### config.mk
export PLATFORM = sky130hd
export DESIGN_NAME = core_sequencer
export DESIGN_NICKNAME = d
export VERILOG_FILES = /design/src/rtl/core_pkg.sv /design/src/rtl/seq_decode.sv /design/src/rtl/core_sequencer.sv
export SDC_FILE = /design/constraint.sdc
export NUM_CORES = 1
export LEC_CHECK = 0
export CORE_MARGIN = 3
export CORE_UTILIZATION = 36
export CTS_CLUSTER_SIZE = 20
export DETAILED_ROUTE_END_ITERATION = 12
export PLACE_DENSITY = 0.86
export REMOVE_ABC_BUFFERS = 1
export SYNTH_ARGS = -nofsm -noshare
export SYNTH_HDL_FRONTEND = slang
export SYNTH_SLANG_ARGS = --single-unit
### constraint.sdc
create_clock -name clk -period 3.5 [get_ports clk]
set_clock_uncertainty 0.2 [all_clocks]
set_input_delay 0.7 -clock clk [delete_from_list [all_inputs] [get_ports clk]]
set_output_delay 0.7 -clock clk [all_outputs]
set_load 0.005 [all_outputs]
### src/rtl/core_pkg.sv
// Shared definitions for the RV32I-subset multi-cycle core: sequencer state
// encodings, major opcodes, aluop encodings and the decoded path class.
package core_pkg;

  // Sequencer states (binary encoded)
  localparam logic [2:0] S_HALTED    = 3'd0;
  localparam logic [2:0] S_FETCH     = 3'd1;
  localparam logic [2:0] S_DECODE    = 3'd2;
  localparam logic [2:0] S_EXECUTE   = 3'd3;
  localparam logic [2:0] S_MEMORY    = 3'd4;
  localparam logic [2:0] S_WRITEBACK = 3'd5;

  // Major opcodes, inst[6:0]
  localparam logic [6:0] OP_RTYPE  = 7'b0110011;
  localparam logic [6:0] OP_IALU   = 7'b0010011;
  localparam logic [6:0] OP_LOAD   = 7'b0000011;
  localparam logic [6:0] OP_STORE  = 7'b0100011;
  localparam logic [6:0] OP_BRANCH = 7'b1100011;

  // ALU control encodings
  localparam logic [1:0] ALUOP_ADD = 2'd0;
  localparam logic [1:0] ALUOP_SUB = 2'd1;
  localparam logic [1:0] ALUOP_RFN = 2'd2;
  localparam logic [1:0] ALUOP_IFN = 2'd3;

  // Path class: which states an instruction visits after EXECUTE
  localparam logic [1:0] CLS_ALU    = 2'd0;
  localparam logic [1:0] CLS_LOAD   = 2'd1;
  localparam logic [1:0] CLS_STORE  = 2'd2;
  localparam logic [1:0] CLS_BRANCH = 2'd3;

endpackage

### src/rtl/seq_decode.sv
// Combinational opcode lookup: legality, path class, aluop and alusrc.
module seq_decode
  import core_pkg::*;
(
  input  logic [6:0] opcode,
  output logic       legal,
  output logic [1:0] cls,
  output logic [1:0] aluop,
  output logic       alusrc
);

  // Opcode to path/ALU control table; anything unlisted is illegal
  always_comb begin
    legal  = 1'b1;
    cls    = CLS_ALU;
    aluop  = ALUOP_ADD;
    alusrc = 1'b0;
    case (opcode)
      OP_RTYPE:  begin cls = CLS_ALU;    aluop = ALUOP_RFN; alusrc = 1'b0; end
      OP_IALU:   begin cls = CLS_ALU;    aluop = ALUOP_IFN; alusrc = 1'b1; end
      OP_LOAD:   begin cls = CLS_LOAD;   aluop = ALUOP_ADD; alusrc = 1'b1; end
      OP_STORE:  begin cls = CLS_STORE;  aluop = ALUOP_ADD; alusrc = 1'b1; end
      OP_BRANCH: begin cls = CLS_BRANCH; aluop = ALUOP_SUB; alusrc = 1'b0; end
      default:   legal = 1'b0;
    endcase
  end

endmodule

### src/rtl/core_sequencer.sv
// Multi-cycle control sequencer for the RV32I-subset core. Steps the shared
// datapath through FETCH/DECODE/EXECUTE/MEMORY/WRITEBACK, and supports
// halt/run/step from the board monitor at instruction boundaries.
// Optional feature macro: CORE_SEQUENCER_PERF_EN enables retire_cnt and
// cycle_cnt; when undefined both outputs are tied to zero.
module core_sequencer
  import core_pkg::*;
#(
  parameter bit RESET_RUN = 1'b1
) (
  input  logic        clk,
  input  logic        rst,
  input  logic [6:0]  opcode,
  input  logic        zero,
  input  logic        imem_ready,
  input  logic        dmem_ready,
  input  logic        halt_req,
  input  logic        run_req,
  input  logic        step_req,
  output logic        imem_req,
  output logic        ir_load,
  output logic        dmem_req,
  output logic        dmem_we,
  output logic        rf_we,
  output logic        memtoreg,
  output logic        alusrc,
  output logic [1:0]  aluop,
  output logic        pc_load,
  output logic        pc_branch,
  output logic        halted,
  output logic        illegal,
  output logic [31:0] retire_cnt,
  output logic [31:0] cycle_cnt
);

  localparam logic [2:0] S_RESET = RESET_RUN ? S_FETCH : S_HALTED;

  logic [2:0] state, state_nxt;
  logic [1:0] cls_q, aluop_q;
  logic       alusrc_q;
  logic       step_mode;
  logic       illegal_q;
  logic       dec_legal, dec_alusrc;
  logic [1:0] dec_cls, dec_aluop;
  logic       done, stop, resume;

  seq_decode u_dec (
    .opcode (opcode),
    .legal  (dec_legal),
    .cls    (dec_cls),
    .aluop  (dec_aluop),
    .alusrc (dec_alusrc)
  );

  assign stop   = halt_req | step_mode;
  assign resume = step_req | run_req;

  // Completion cycle of the current instruction (last state of its path).
  // A store completes in MEMORY on the cycle the access finishes, so this
  // term has to look at dmem_ready to keep pc_load one cycle wide.
  always_comb begin
    done = 1'b0;
    case (state)
      S_EXECUTE:   done = (cls_q == CLS_BRANCH);
      S_MEMORY:    done = (cls_q == CLS_STORE) & dmem_ready;
      S_WRITEBACK: done = 1'b1;
      default:     done = 1'b0;
    endcase
  end

  // Next-state logic
  always_comb begin
    state_nxt = state;
    case (state)
      S_HALTED:  if (resume) state_nxt = S_FETCH;
      S_FETCH:   if (imem_ready) state_nxt = S_DECODE;
      S_DECODE:  state_nxt = dec_legal ? S_EXECUTE : S_HALTED;
      S_EXECUTE: begin
        case (cls_q)
          CLS_BRANCH: state_nxt = stop ? S_HALTED : S_FETCH;
          CLS_LOAD,
          CLS_STORE:  state_nxt = S_MEMORY;
          default:    state_nxt = S_WRITEBACK;
        endcase
      end
      S_MEMORY: begin
        if (dmem_ready)
          state_nxt = (cls_q == CLS_LOAD) ? S_WRITEBACK :
                      (stop ? S_HALTED : S_FETCH);
      end
      S_WRITEBACK: state_nxt = stop ? S_HALTED : S_FETCH;
      default:     state_nxt = S_HALTED;
    endcase
  end

  // State register, latched decode results, step mode and sticky illegal
  always_ff @(posedge clk) begin
    if (rst) begin
      state     <= S_RESET;
      cls_q     <= CLS_ALU;
      aluop_q   <= ALUOP_ADD;
      alusrc_q  <= 1'b0;
      step_mode <= 1'b0;
      illegal_q <= 1'b0;
    end else begin
      state <= state_nxt;
      if (state == S_DECODE) begin
        cls_q    <= dec_cls;
        aluop_q  <= dec_aluop;
        alusrc_q <= dec_alusrc;
        if (!dec_legal) illegal_q <= 1'b1;
      end
      // step has priority: it arms step mode even if run is also present
      if (state == S_HALTED && resume) begin
        step_mode <= step_req;
        illegal_q <= 1'b0;
      end
    end
  end

  // Control outputs decoded from state and latched path class
  assign imem_req  = (state == S_FETCH);
  assign ir_load   = (state == S_FETCH) & imem_ready;
  assign dmem_req  = (state == S_MEMORY);
  assign dmem_we   = (state == S_MEMORY) & (cls_q == CLS_STORE);
  assign rf_we     = (state == S_WRITEBACK);
  assign memtoreg  = (state == S_WRITEBACK) & (cls_q == CLS_LOAD);
  assign alusrc    = (state == S_EXECUTE) & alusrc_q;
  assign aluop     = (state == S_EXECUTE) ? aluop_q : ALUOP_ADD;
  assign pc_load   = done;
  // zero is only meaningful in EXECUTE, the branch completion cycle
  assign pc_branch = (state == S_EXECUTE) & (cls_q == CLS_BRANCH) & zero;
  assign halted    = (state == S_HALTED);
  assign illegal   = illegal_q;

`ifdef CORE_SEQUENCER_PERF_EN
  logic [31:0] retire_q, cycle_q;

  // Performance counters; both wrap modulo 2^32
  always_ff @(posedge clk) begin
    if (rst) begin
      retire_q <= '0;
      cycle_q  <= '0;
    end else begin
      if (done) retire_q <= retire_q + 32'd1;
      if (state != S_HALTED) cycle_q <= cycle_q + 32'd1;
    end
  end

  assign retire_cnt = retire_q;
  assign cycle_cnt  = cycle_q;
`else
  assign retire_cnt = '0;
  assign cycle_cnt  = '0;
`endif

endmodule
* Word-level counts from Yosys, hierarchy flattened
Index checks and enable logic that the tools add are counted.
** Word-level totals
- Register bits :: 10
- Bits of input ports :: 15
- Output and inout bits :: 77
- Word-level logic and storage cells :: 54
** Cells by class
- Equal/unequal tests :: 16
- Muxes and demuxes :: 14
- Bitwise operators :: 10
- Reductions and logical operators :: 8
** Operators by type and width (count)
- 3-bit case mux with 6 select lines :: 1
- 7-bit by 6-bit == test with 1-bit output (second input constant) :: 2
- 3-bit 2-to-1 mux :: 4
- 2-bit case mux with 3 select lines :: 2
- 1-bit bitwise AND :: 7
- 7-bit by 2-bit == test with 1-bit output (second input constant) :: 1
- 7-bit by 5-bit == test with 1-bit output (second input constant) :: 1
- 7-bit == test (second input constant) :: 1
- 3-bit by 2-bit == test with 1-bit output (second input constant) :: 2
- 3-bit == test (second input constant) :: 2
- 3-bit case mux with 2 select lines :: 1
- 5-bit OR reduction :: 1
- 2-bit == test (second input constant) :: 2
- 2-bit 2-to-1 mux :: 2
- 2-bit != test (second input constant) :: 2
- 2-bit OR reduction :: 2
- 3-bit by 1-bit == test with 1-bit output (second input constant) :: 1
- 3-bit logical NOT :: 1
- 1-bit 2-to-1 mux :: 3
- 1-bit case mux with 3 select lines :: 1
- 3-bit AND reduction :: 1
- 3-bit OR reduction :: 1
- 2-bit by 1-bit == test with 1-bit output (second input constant) :: 1
- 2-bit by 1-bit != test with 1-bit output (second input constant) :: 1
- other kinds (4) :: 5

* Depth between registers and ports, before layout
- Depth after elaboration :: 5
- Depth in mapped cells :: 6
- Mapped depth without buffers :: 5

* Hierarchy
From an unflattened synthesis, not the netlist that was laid out.
** Unflattened totals
- Cells, all modules :: 153
- Area, all modules :: 1232.4 um^2
** Modules (own cells, without submodules)
- core_sequencer :: instances 1, cells each 142, area an instance 1132.3 um^2, sequential area each 200.2 um^2
- seq_decode :: instances 1, cells each 11, area an instance 100.1 um^2, sequential area each 0.0 um^2

* Worst setup path before layout
OpenSTA, ideal clock, no wires.
- Path type :: flip-flop to output port
- Start :: reg state[1]
- End :: out pc_load
- Arrival time :: 0.951 ns
- Required time :: 2.600 ns
- Slack :: 1.649 ns
- Cell stages (with the launch flop) :: 6
- Path buffers :: 1
- Cells stage by stage :: dfxtp_1 -> buf_4 -> nand2b_1 -> nor2_1 -> nand3_1 -> nand3b_1
** Between the ends
- Cells in the longest elaborated chain, start to end :: 2
- Elaborated cells between the ends (all ways) :: 4
- Those cells by class :: eq/ne: 3; mux: 1
** Ends and longest elaborated chain
- start: declaration :: RTL line core_sequencer.sv:38 : logic [2:0] state, state_nxt;
- start signal: assignment :: RTL line core_sequencer.sv:106 : state <= state_nxt;
- 3-bit == test
- net dmem_req :: RTL line core_sequencer.sv:22 : output logic dmem_req,
- 1-bit case mux with 3 select lines :: RTL line core_sequencer.sv:63 : case (state)
- end: declaration :: RTL line core_sequencer.sv:28 : output logic pc_load,
The timed path passes the listed nets, and every way through them passes these cells.

* Final worst setup path
- Start :: in dmem_ready
- End :: out pc_load
** Between the ends
- Cells in the longest elaborated chain, start to end :: 2
** Ends and longest elaborated chain
- start: declaration :: RTL line core_sequencer.sv:16 : input logic dmem_ready,
- 1-bit bitwise AND :: RTL line core_sequencer.sv:65 : S_MEMORY: done = (cls_q == CLS_STORE) & dmem_ready;
- 1-bit case mux with 3 select lines :: RTL line core_sequencer.sv:63
Every way passes these cells.

==> metrics.txt <==
CTS tree done; critical path arrival between 1.5 and 2 ns; reg2reg setup slack about 1.7 ns; crit path kind input pin to output port; initial antenna violation count 0; top area cells in the synthesized netlist buf_4 (41%), dfxtp_1 (17%), nor2_1 (4.1%); number of cell rows 20; wire length of the first global-routing pass roughly 3200 microns; count of max-cap constraint violations 0; I/O pin total between 90 and 100; clock transition at the register clock pins on the worst setup and hold paths after CTS 0.07 ns; worst skew pair latency 0.28 ns; mean routed wirelength per cell 9.96 microns; via count 876; final routed wirelength across all metal layers around 2200 microns; buffers inserted during post-CTS setup optimization 0; highest routed layer met4; RSZ-0062 raised after global routing no; Gates resized, CTS repair 0; number of flip-flops and latches in the synthesized netlist 10; most common flop cell mapped by yosys dfxtp_1; number of pins with negative max-slew slack in the final report 0; clock sink count 10; commonest cells in the netlist buf_4 (65), nor2_1 (13), dfxtp_1 (10); capturing element type of the critical path output port; combined global-route utilization of all metal layers 9.94%; required time at the worst-slack endpoint 2.60 ns; number of enable flip-flop cells after synthesis 0; maximum root-to-sink buffer count 2; DRT met1 WL around 840 microns; post-synthesis to final-layout area growth 6.65%; min-delay worst type flop to flop; FMAX 0.359 GHz; proportion of register bits with asynchronous set or reset after synthesis 0%; cell with the most instances after synthesis buf_4; die extent in y 63.4 microns; antenna viol nets, final 0; Detail Placement HPWL 1810 microns; routability-driven placement congestion ratio 0.727; number of global-route vias before repair 737; share of Yosys cell area claimed by the top area cell type 41.2%; register area share after synthesis 16.9%; delay of the slowest cell on the worst path approximately 0.5 ns; post-layout minimum cycle time 2.78 ns; gate family responsible for the most delay along the worst path buffers and inverters; quantity of hold-fixing buffers added after cts 0; overall die area 4020 sq um; cell leakage power 0.580 nW; syn_area_per_cell about 7.8 sq um; DRC Markers 0; compound-gate portion of the synthesized area 13.5%; count of endpoints failing hold in the final timing report 0; Power Dens Cells 388 nW/um^2; cells along the critical path clkdlybuf4s50_1, nand3_1, nand3b_1, clkdlybuf4s50_1; Final setup violation count 0; final cycle utilization of the critical path 79.5%; Port Buffer Count 27; detail-routed via count per cell ~4.0; Adder-Cell Fraction of Synth Area 3.17%; effective utilization at floorplan 38.2%; diode insertion count for antenna repair 0; area share of xor/xnor cells in the synthesized design less than 1%; routed wire length on met2 around 1100 microns; dominant combinational cell family by area after synthesis buffers and inverters; number of standard cells after synthesis roughly 150; drt initial violations 50; proportion of layout cells with a drive suffix above 1 roughly 5%; cell occurring most often along the worst timing path clkdlybuf4s50_1; critical path buffer and inverter count 2; number of library cell types mapped by synthesis 37; routed wire length on met3 239 microns; residual overflow from global routing 0; highest net fanout along the worst path 3; setup TNS after final layout 0 ns; synthesized area about 1200 sq um; share of synthesized cell area in and, or, nand and nor gates between 10% and 20%; maximum number of pins on one net before global-route repair 12; nets 195; total CTS buffers 3; area of the core 3100 sq um; multiplexer share of the synthesized area 0%; run status finished clean; cell with the largest stage delay on the worst path clkdlybuf4s50_1; number of H-tree levels 1; yosys synthesis warning count 0; Die Wd about 63 microns; fraction of the core area covered by cells at the end of the flow 40.7%; CP startpoint kind input pin; clock root buffer clkbuf_4; cell taking the most area after synthesis buf_4; IR drop worst, VDD 0.247 mV; Pre-antenna DRT Iters 4
## cells in the final DEF (no fill, tap or decap), drive strengths merged, types with 2 or more instances in the layout
cell type and n:
conb 64, clkdlybuf4s50 27, nor2 13, dfxtp 10, a21oi 8, inv 5, and3 5, nand2b 4
clkbuf 4, and2 3, nor3 3, a22oi 3, o21ai 3, ha 3, nand3 2
## worst min-delay path, delay by kind of cell, from the launching register on
kind / cells / cell delay (ns)
DFF: 1 / 0.32
AOI/OAI and AO/OA: 1 / 0.06
and+or+nand+nor: 1 / 0.08
## stage by stage
step / cells / hold WS [ns] / instance area (sq um) / total power, mW / worst slack (ns)
6_report: 220 / 0.290 / 1260 / 0.491 / 0.717
5_1_grt: 220 / 0.337 / 1260 / 0.525 / 0.629
4_1_cts: 220 / 0.303 / 1260 / 0.493 / 0.717
3_5_place_dp: 216 / 0.287 / 1230 / 0.381 / 0.724
3_3_place_gp: 216 / 0.269 / 1230 / 0.376 / 0.749
2_1_floorplan: 145 / 0.249 / 902 / 0.277 / 1.65
## power breakdown
part / leakage [nW] / internal (mW) / switching (mW)
registers: 0.0813 / 0.131 / 0.0323
clock network: 0.0210 / 0.0633 / 0.0464
logic: 0.478 / 0.109 / 0.108
total: 0.580 / 0.304 / 0.187
## worst paths after layout
kind	cells past startpoint	end	from
worst max-delay path	4	pc_load	dmem_ready
worst min-delay path	2	alusrc_q	alusrc_q
worst max register to register	4	state[0]	state[1]
worst min register to register	2	alusrc_q	alusrc_q
## kinds of logic after synthesis
logic type,Yosys count
adders and majority gates,3
DFF,10
and+or+nand+nor,40
AOI/OAI and AO/OA,22
other,1
buffers and inverters,74
xor gates and xnor gates,1
## area by class of cell
class | count | area, sq um
inverters | 5 | 18.8
well taps | 44 | 55.1
clock buffers | 4 | 36.3
multi-input cells | 130 | 683
fillers | 331 | 1840
repair buffers | 27 | 270
flip-flops and latches | 10 | 200
## registers in the layout, indices dropped and copies added, names as in the netlist
| register | count |
|---|---|
| cls_q | 2 |
| state | 3 |
| illegal | 1 |
| aluop_q | 2 |
| step_mode | 1 |
| alusrc_q | 1 |
## metal layers
layer,global-route usage [%],vias up
met2,16.3,53
met1,11.6,398
met4,3.50,0
li1,-,421
met5,0,-
met3,4.10,4
(Power assumes the default switching activity.)
